--- src/rtl/mcc_pkg.sv ---
// Shared types and constants for the multicycle controller: FSM state encoding,
// the all-zero halt opcode and the sequential PC step.
package mcc_pkg;

    typedef enum logic [2:0] {
        IDLE,
        FETCH,
        DECODE,
        EXEC,
        WB,
        HALT
    } state_t;

    localparam logic [31:0] HALT_INSTR = 32'h0000_0000;
    localparam int unsigned PC_INCR    = 4;

endpackage

--- src/rtl/multicycle_ctrl_pc_reg.sv ---
// Program counter register with next-PC select (PC+4 or PC+imm).
// Latency: loads on the clock edge after load=1. Backpressure: none, holds while load=0.
// Sums wrap modulo 2^WIDTH.
module pc_reg
    import mcc_pkg::*;
#(
    parameter int               WIDTH    = 32,
    parameter logic [WIDTH-1:0] RESET_PC = 32'h0000_0000
) (
    input  logic             clk,
    input  logic             rst_n,
    input  logic             load,
    input  logic             sel_imm,
    input  logic [WIDTH-1:0] imm,
    output logic [WIDTH-1:0] pc
);

    logic [WIDTH-1:0] pc_next;

    always_comb begin
        pc_next = sel_imm ? (pc + imm) : (pc + WIDTH'(PC_INCR));
    end

    always_ff @(posedge clk or negedge rst_n) begin
        if (!rst_n) begin
            pc <= RESET_PC;
        end else if (load) begin
            pc <= pc_next;
        end
    end

endmodule

--- src/rtl/multicycle_ctrl.sv ---
// Multicycle fetch/decode/exec/writeback sequencer; an all-zero fetched word halts until reset.
// Latency: 4 cycles per instruction from the imem_ack cycle. Backpressure: waits in FETCH with imem_req high until imem_ack.
// Optional MCC_PERF_CNT_EN adds an instret retired-instruction counter output.
module multicycle_ctrl
    import mcc_pkg::*;
#(
    parameter int               WIDTH    = 32,
    parameter logic [WIDTH-1:0] RESET_PC = 32'h0000_0000
) (
    input  logic             clk,
    input  logic             rst_n,
    input  logic             run,
    output logic [WIDTH-1:0] PC,
    output logic             imem_req,
    input  logic             imem_ack,
    input  logic [WIDTH-1:0] RD,
    output logic [WIDTH-1:0] instr,
    input  logic             RegWrite,
    input  logic             PCsrc,
    input  logic [WIDTH-1:0] ImmOp,
    output logic             reg_we,
    output logic             halted
`ifdef MCC_PERF_CNT_EN
    ,
    output logic [WIDTH-1:0] instret
`endif
);

    state_t           state_q, state_d;
    logic             ir_load, imm_load, pc_load;
    logic [WIDTH-1:0] imm_q;

    always_ff @(posedge clk or negedge rst_n) begin
        if (!rst_n) begin
            state_q <= IDLE;
        end else begin
            state_q <= state_d;
        end
    end

    always_comb begin
        state_d  = state_q;
        imem_req = 1'b0;
        reg_we   = 1'b0;
        halted   = 1'b0;
        ir_load  = 1'b0;
        imm_load = 1'b0;
        pc_load  = 1'b0;
        case (state_q)
            IDLE: begin
                if (run) state_d = FETCH;
            end
            FETCH: begin
                imem_req = 1'b1;
                if (imem_ack) begin
                    // A halt word is never loaded into the IR.
                    if (RD == WIDTH'(HALT_INSTR)) begin
                        state_d = HALT;
                    end else begin
                        ir_load = 1'b1;
                        state_d = DECODE;
                    end
                end
            end
            DECODE: begin
                imm_load = 1'b1;
                state_d  = EXEC;
            end
            EXEC: begin
                state_d = WB;
            end
            WB: begin
                reg_we  = RegWrite;
                pc_load = 1'b1;
                state_d = run ? FETCH : IDLE;
            end
            HALT: begin
                halted = 1'b1;
            end
            default: begin
                state_d = IDLE;
            end
        endcase
    end

    always_ff @(posedge clk or negedge rst_n) begin
        if (!rst_n) begin
            instr <= '0;
            imm_q <= '0;
        end else begin
            if (ir_load)  instr <= RD;
            if (imm_load) imm_q <= ImmOp;
        end
    end

    pc_reg #(
        .WIDTH    (WIDTH),
        .RESET_PC (RESET_PC)
    ) u_pc_reg (
        .clk     (clk),
        .rst_n   (rst_n),
        .load    (pc_load),
        .sel_imm (PCsrc),
        .imm     (imm_q),
        .pc      (PC)
    );

`ifdef MCC_PERF_CNT_EN
    always_ff @(posedge clk or negedge rst_n) begin
        if (!rst_n) begin
            instret <= '0;
        end else if (state_q == WB) begin
            instret <= instret + 1'b1;
        end
    end
`endif

endmodule

--- config.mk ---
export PLATFORM = sky130hd
export DESIGN_NAME = multicycle_ctrl
export DESIGN_NICKNAME = d
export VERILOG_FILES = /design/src/rtl/mcc_pkg.sv /design/src/rtl/multicycle_ctrl_pc_reg.sv /design/src/rtl/multicycle_ctrl.sv
export SDC_FILE = /design/constraint.sdc
export NUM_CORES = 1
export LEC_CHECK = 0
export ABC_AREA = 1
export BUFFER_PORTS_ARGS = -buffer_cell sky130_fd_sc_hd__buf_2
export CAP_MARGIN = 20
export CORE_MARGIN = 5
export CORE_UTILIZATION = 40
export DETAILED_ROUTE_END_ITERATION = 7
export GPL_TIMING_DRIVEN = 0
export PLACE_DENSITY = 0.64
export SLEW_MARGIN = 20
export SYNTH_ARGS = -nofsm -noshare
export SYNTH_HDL_FRONTEND = slang
export SYNTH_SLANG_ARGS = --single-unit
--- constraint.sdc ---
create_clock -name clk -period 4.55 [get_ports clk]
set_input_delay 0.6825 -clock clk [delete_from_list [all_inputs] [get_ports clk]]
set_output_delay 0.6825 -clock clk [all_outputs]
set_load 0.01 [all_outputs]
==> results of run 1 <==
logic make-up (layout without fill, tap and decap cells):
family / after synthesis / count (layout) / share of synthesized area (%)
buffers and inverters: 205 / 357 / 10.9
adders and majority gates: 33 / 33 / 5.82
muxes: 32 / 32 / 4.99
DFF: 99 / 99 / 34.3
and+or+nand+nor: 566 / 566 / 32.9
xor gates and xnor gates: 16 / 16 / 1.94
AOI/OAI and AO/OA: 124 / 124 / 9.08
per-stage QoR:
| stage | setup WS, ps | cell area [sq um] | cells | hold WS, ps |
|---|---|---|---|---|
| after global routing | 1880 | 8520 | 1456 | 309 |
| after detailed placement | 2150 | 8220 | 1440 | 474 |
| after floorplan | 2690 | 7220 | 1075 | 387 |
| after global placement | 1590 | 8190 | 1439 | 464 |
| after CTS | 1950 | 8520 | 1456 | 279 |
| final | 1970 | 8520 | 1456 | 263 |
final cells by class:
| cell class | count | area share, % |
|---|---|---|
| Sequential cell | 99 | 29.1 |
| Clock buffer | 12 | 2.89 |
| Timing Repair Buffer | 136 | 8.32 |
| Buffer | 20 | 1.12 |
| Clock inverter | 4 | 0.661 |
| Inverter | 185 | 8.15 |
| Multi-Input combinational cell | 771 | 46.4 |
| Tap cell | 229 | 3.36 |
placed cells by master (no fill, tap or decap), drive strengths merged, types with 2 or more instances in the layout:
cell / Yosys / final
a21oi: 59 / 59
a22oi: 3 / 3
a31oi: 2 / 2
and2: 2 / 2
buf: 10 / 146
clkbuf: 10 / 22
clkinv: 1 / 2
dfrtp: 99 / 99
ha: 32 / 32
inv: 184 / 186
mux2: 32 / 32
nand2: 354 / 354
nand3: 74 / 74
nand3b: 5 / 5
nand4: 14 / 14
nor2: 96 / 96
nor3: 11 / 11
nor3b: 2 / 2
nor4: 3 / 3
o21ai: 52 / 52
o21bai: 2 / 2
o22ai: 2 / 2
o31ai: 2 / 2
or2: 4 / 4
xnor2: 8 / 8
xor2: 8 / 8
power breakdown:
group	leakage [uW]	internal (uW)	switching, uW
clock	0.000148	448	357
sequential	0.00118	1320	483
combinational	0.00347	1590	2720
total	0.00481	3350	3560
worst max-delay path by stage:
stage | to | cells after the start | slack [ps]
6_report | reg_we | 5 | 1970
5_1_grt | reg_we | 5 | 1880
4_1_cts | reg_we | 5 | 1950
3_5_place_dp | instr[12] | 8 | 2150
3_3_place_gp | instr[13] | 1 | 1590
2_1_floorplan | u_pc_reg.pc[28] | 12 | 2690
worst max-delay path, delay by kind of cell (launching register included):
family	cells	cell delay [ps]
flops	1	410
simple gates	3	650
buf+inv	2	490
per-layer routing:
layer  GRT usage [%]  up-vias
li1                -     3683
met1            27.9     3199
met2            34.3      211
met3            4.53       30
met4            6.33        2
met5               0        -
==> results.py, run 1 <==
metrics = {
    "placement": {
        "numPortBuffers": 135,
        "hpwl_um": 17500,
        "place_congestion": 0.935,
    },
    "finish": {
        "drive_above_1_share_pct": 16.8,
        "area_growth_pct": 18.0,
        "antenna_cells": 0,
        "nets": 1325,
        "regArea_sq_um": 2480,
        "fillCellCount": 1868,
        "final_util_pct": 47.6,
        "multi_input_area_sq_um": 3960,
    },
    "clocking": {
        "cts_tree": "built",
        "clk_latency_ps": 350,
        "cts_root_buffer": "clkbuf_16",
        "clk_pin_slew_ps": 70,
        "cts_num_sinks": 99,
        "clockBufferDepth": 2,
        "ctsResizeCount": 0,
        "cts_max_level": 3,
        "post_cts_buffers": 0,
        "cts_hold_buf": 0,
        "cts_buffers": 9,
    },
    "detailed_routing": {
        "drt-vias-per-instance": 4.89,
        "drc": 0,
        "dr.max_layer_used": "met5",
        "first_pass_iters": 7,
        "drt-total-wl_um": 21500,
        "met1Wirelength_um": 9760,
        "vias": 7125,
        "wl_per_cell_um": 14.8,
        "drt_iter0_markers": 455,
        "wl_met2_um": 9730,
        "routed-wl-met3_um": 1480,
        "detail-route-antenna-nets": 0,
    },
    "power": {
        "power_density_nw_per_um2": 811,
        "p_leak_uw": 0.00481,
        "power_uw": 6920,
        "irDropWorstVdd_v": 0.000337,
    },
    "logic_synthesis": {
        "ys_ff_latch": 99,
        "synth_enable_flop_cells": 0,
        "yosysTopAreaCell": "dfrtp_1",
        "yosysMostFrequentCell": "nand2_1",
        "synth_commonest_cells": "nand2_1, inv_1, dfrtp_1",
        "syn_avg_cell_area_sq_um": 6.72,
        "ys.flop_type": "dfrtp_1",
        "synth_top_area_share_pct": 34.3,
        "synth.area.top_cells": "dfrtp_1, nand2_1, inv_1, ha_1, mux2_2",
        "ys_warn_count": 0,
        "synth_cells": 1075,
        "synth_cell_types": 42,
        "netlist_area_sq_um": 7220,
        "async_reset_ff_share_pct": 100,
        "synth.net_count": 1178,
        "synth-seq-area-share_pct": 34.3,
    },
    "die": {
        "core-area_sq_um": 17900,
        "die_area_sq_um": 20800,
        "fp.dieW_um": 144,
        "die_h_um": 144,
        "ios": 137,
        "start_util_pct": 40.3,
        "rows": 49,
    },
    "outcome": {
        "outcome": "finished, final reports clean",
    },
    "critical_path": {
        "critPathKind": "flop to output pin",
        "crit-reg2reg-launch": "u_pc_reg.pc[4]",
        "path_common_cell": "nor2_1",
        "ff2ff_path_depth": 11,
        "critPathLaunchType": "flop",
        "r2r-end": "u_pc_reg.pc[26]",
        "max_stage_delay_ps": 410,
        "slowest_stage": "dfrtp_1",
        "cp-end-kind": "output pin",
        "critPathRequiredTime_ps": 3870,
        "crit_arrival_ps": 1900,
        "cp_max_fo": 10,
        "startpoint": "state_q[1]",
        "r2r_slack_ps": 2230,
        "crit_path_cell_trace": "nor2_1 -> nand2_1 -> clkbuf_1 -> nor2_1 -> buf_2",
    },
    "global_routing": {
        "grt_pass1_wl_um": 34300,
        "grt_pass1_vias": 6722,
        "grt_use_total_pct": 21.0,
        "grt_antenna_before_repair": 1,
        "gr-total-overflow": 0,
        "grt_max_degree": 55,
    },
    "timing": {
        "rsz0062_at_grt": "false",
        "period_needed_ps": 2580,
        "fin_crit_sh_pct": 56.8,
        "finalHoldViolCount": 0,
        "worst_pin_slew_ps": 662,
        "slew_headroom_pct": 55.9,
        "timing.fmax_mhz": 387,
        "maxSlewViolCount": 0,
        "skew_ps": 10.2,
        "setup_viol": 0,
        "setup_tns_ps": 0,
    },
    "hold_path": {
        "hp-class": "primary input to asynchronous set/reset pin",
    },
    "run": {
        "maxCapViolCount": 0,
    },
}
(Power assumes the default switching activity.)
==> inputs of run 2 (changes only) <==
- clock period: 4.55 -> 2.6 ns (I/O delays scaled with it)
==> results.py, run 2 (synthesis gave the netlist of run 1 again) <==
metrics = {
    "critical_path": {
        "critPathLaunchType": "flop",
        "crit_arrival_ps": 2600,
        "r2r_slack_ps": 270,
        "cp_max_fo": 8,
        "r2r-end": "u_pc_reg.pc[26]",
        "critPathRequiredTime_ps": 2880,
        "cp-end-kind": "flop",
        "critPathKind": "flop to flop",
        "crit-reg2reg-launch": "u_pc_reg.pc[4]",
        "ff2ff_path_depth": 11,
    },
    "timing": {
        "skew_ps": 11.0,
        "fin_crit_sh_pct": 89.5,
        "fin_ws_ps": 274,
        "rsz0062_at_grt": "false",
        "worst_pin_slew_ps": 659,
        "slew_headroom_pct": 56.1,
        "period_needed_ps": 2330,
        "maxSlewViolCount": 0,
        "timing.fmax_mhz": 430,
        "finalHoldViolCount": 0,
        "setup_viol": 0,
    },
    "die": {
        "rows": 49,
        "start_util_pct": 40.3,
        "die_area_sq_um": 20800,
        "core-area_sq_um": 17900,
        "die_h_um": 144,
        "fp.dieW_um": 144,
        "ios": 137,
    },
    "clocking": {
        "cts_root_buffer": "clkbuf_16",
        "cts_tree": "built",
        "clk_pin_slew_ps": 80,
        "cts_num_sinks": 99,
        "clockBufferDepth": 2,
        "cts_buffers": 9,
        "post_cts_buffers": 0,
        "ctsResizeCount": 0,
        "cts_max_level": 3,
        "cts_hold_buf": 1,
        "clk_latency_ps": 350,
    },
    "detailed_routing": {
        "drt-vias-per-instance": 4.89,
        "drc": 0,
        "detail-route-antenna-nets": 0,
        "drt-total-wl_um": 21500,
        "wl_per_cell_um": 14.7,
        "drt_iter0_markers": 427,
        "first_pass_iters": 5,
        "vias": 7127,
    },
    "outcome": {
        "outcome": "finished, final reports clean",
    },
    "hold_path": {
        "min_from": "ImmOp[5]",
        "whs_path_depth": 2,
        "hold_end": "imm_q[5]",
        "hp-class": "primary input to flop",
    },
    "run": {
        "maxCapViolCount": 0,
    },
    "power": {
        "p_int_uw": 5870,
        "switching_power_uw": 6230,
        "power_uw": 12100,
        "pwr-share-clk_pct": 11.6,
        "p_leak_uw": 0.00481,
        "p_sw_share_pct": 51.5,
        "power_density_nw_per_um2": 1420,
        "pwr-share-comb_pct": 62.4,
        "seq_power_share_pct": 26.0,
        "irDropWorstVdd_v": 0.000589,
    },
    "finish": {
        "regArea_sq_um": 2480,
        "area_growth_pct": 18.1,
        "final_common_cell": "nand2_1",
        "mostFrequentLayoutCells": "nand2_1, inv_1, buf_2",
        "final_util_pct": 47.7,
        "multi_input_area_sq_um": 3960,
        "instances_no_fill": 1457,
        "antenna_cells": 0,
        "drive_above_1_share_pct": 16.8,
        "nets": 1326,
        "fillCellCount": 1867,
    },
    "global_routing": {
        "met3_usage_pct": 4.53,
        "grt_use_met2_pct": 34.3,
        "grt_busiest_layer": "met2",
        "use_met1_pct": 27.9,
        "grt_use_total_pct": 21.0,
        "grt_antenna_before_repair": 1,
        "grt_max_degree": 55,
        "gr-total-overflow": 0,
        "grt_pass1_vias": 6722,
        "grt_pass1_wl_um": 34300,
    },
    "placement": {
        "place_congestion": 0.935,
        "numPortBuffers": 135,
        "place_ws_ps": 331,
        "hpwl_um": 17500,
        "dp.cells": 1440,
    },
}
## run 2: power by group through the flow
| stage | Clock, uW | Combinational (uW) | Sequential [uW] |
|---|---|---|---|
| detailed placement | 0 | 7560 | 3150 |
| CTS | 1440 | 7570 | 3150 |
| global placement | 0 | 7440 | 3150 |
| global route | 1490 | 8640 | 3250 |
| finish | 1410 | 7540 | 3150 |
| floorplan | 0 | 5180 | 3130 |
## run 2: layer usage
layer / up-vias / wire length (um)
met5: - / 7
li1: 3685 / -
met1: 3201 / 9860
met3: 30 / 1400
met4: 2 / 495
met2: 209 / 9720
## run 2: through the flow
stage	TNS (ps)	instance area, sq um	hold WS (ps)
2_1_floorplan	0	7220	94.4
3_3_place_gp	-6350	8190	464
3_5_place_dp	0	8220	370
4_1_cts	0	8530	257
5_1_grt	0	8530	258
6_report	0	8530	263
## run 2: how the worst max path moves through the flow
stage	cells after the start	end	start	slack, ps
2_1_floorplan	12	u_pc_reg.pc[28]	u_pc_reg.pc[0]	740
3_3_place_gp	1	instr[13]	rst_n	-70
3_5_place_dp	12	u_pc_reg.pc[28]	u_pc_reg.pc[0]	330
4_1_cts	5	reg_we	state_q[1]	300
5_1_grt	12	u_pc_reg.pc[20]	u_pc_reg.pc[0]	110
6_report	11	u_pc_reg.pc[26]	u_pc_reg.pc[4]	270
## run 2: layout make-up
| class | instances | share of cell area [%] |
|---|---|---|
| multi-input combinational | 771 | 46.4 |
| sequential | 99 | 29.0 |
| timing repair buffer | 137 | 8.43 |
| inverter | 185 | 8.14 |
| tap | 229 | 3.36 |
| clock buffer | 12 | 2.89 |
| buffer | 20 | 1.11 |
| clock inverter | 4 | 0.660 |
## run 2: critical path: stages, from the launching register on
cell and delay (ps):
dfrtp_1 500, ha_1 410, nand2_1 130, nor2_1 120, nand2_1 60, nand3_1 180
nand2_1 80, nand2_1 190, nand2_1 160, nand3_1 120, nand3_1 130, a21oi_1 170
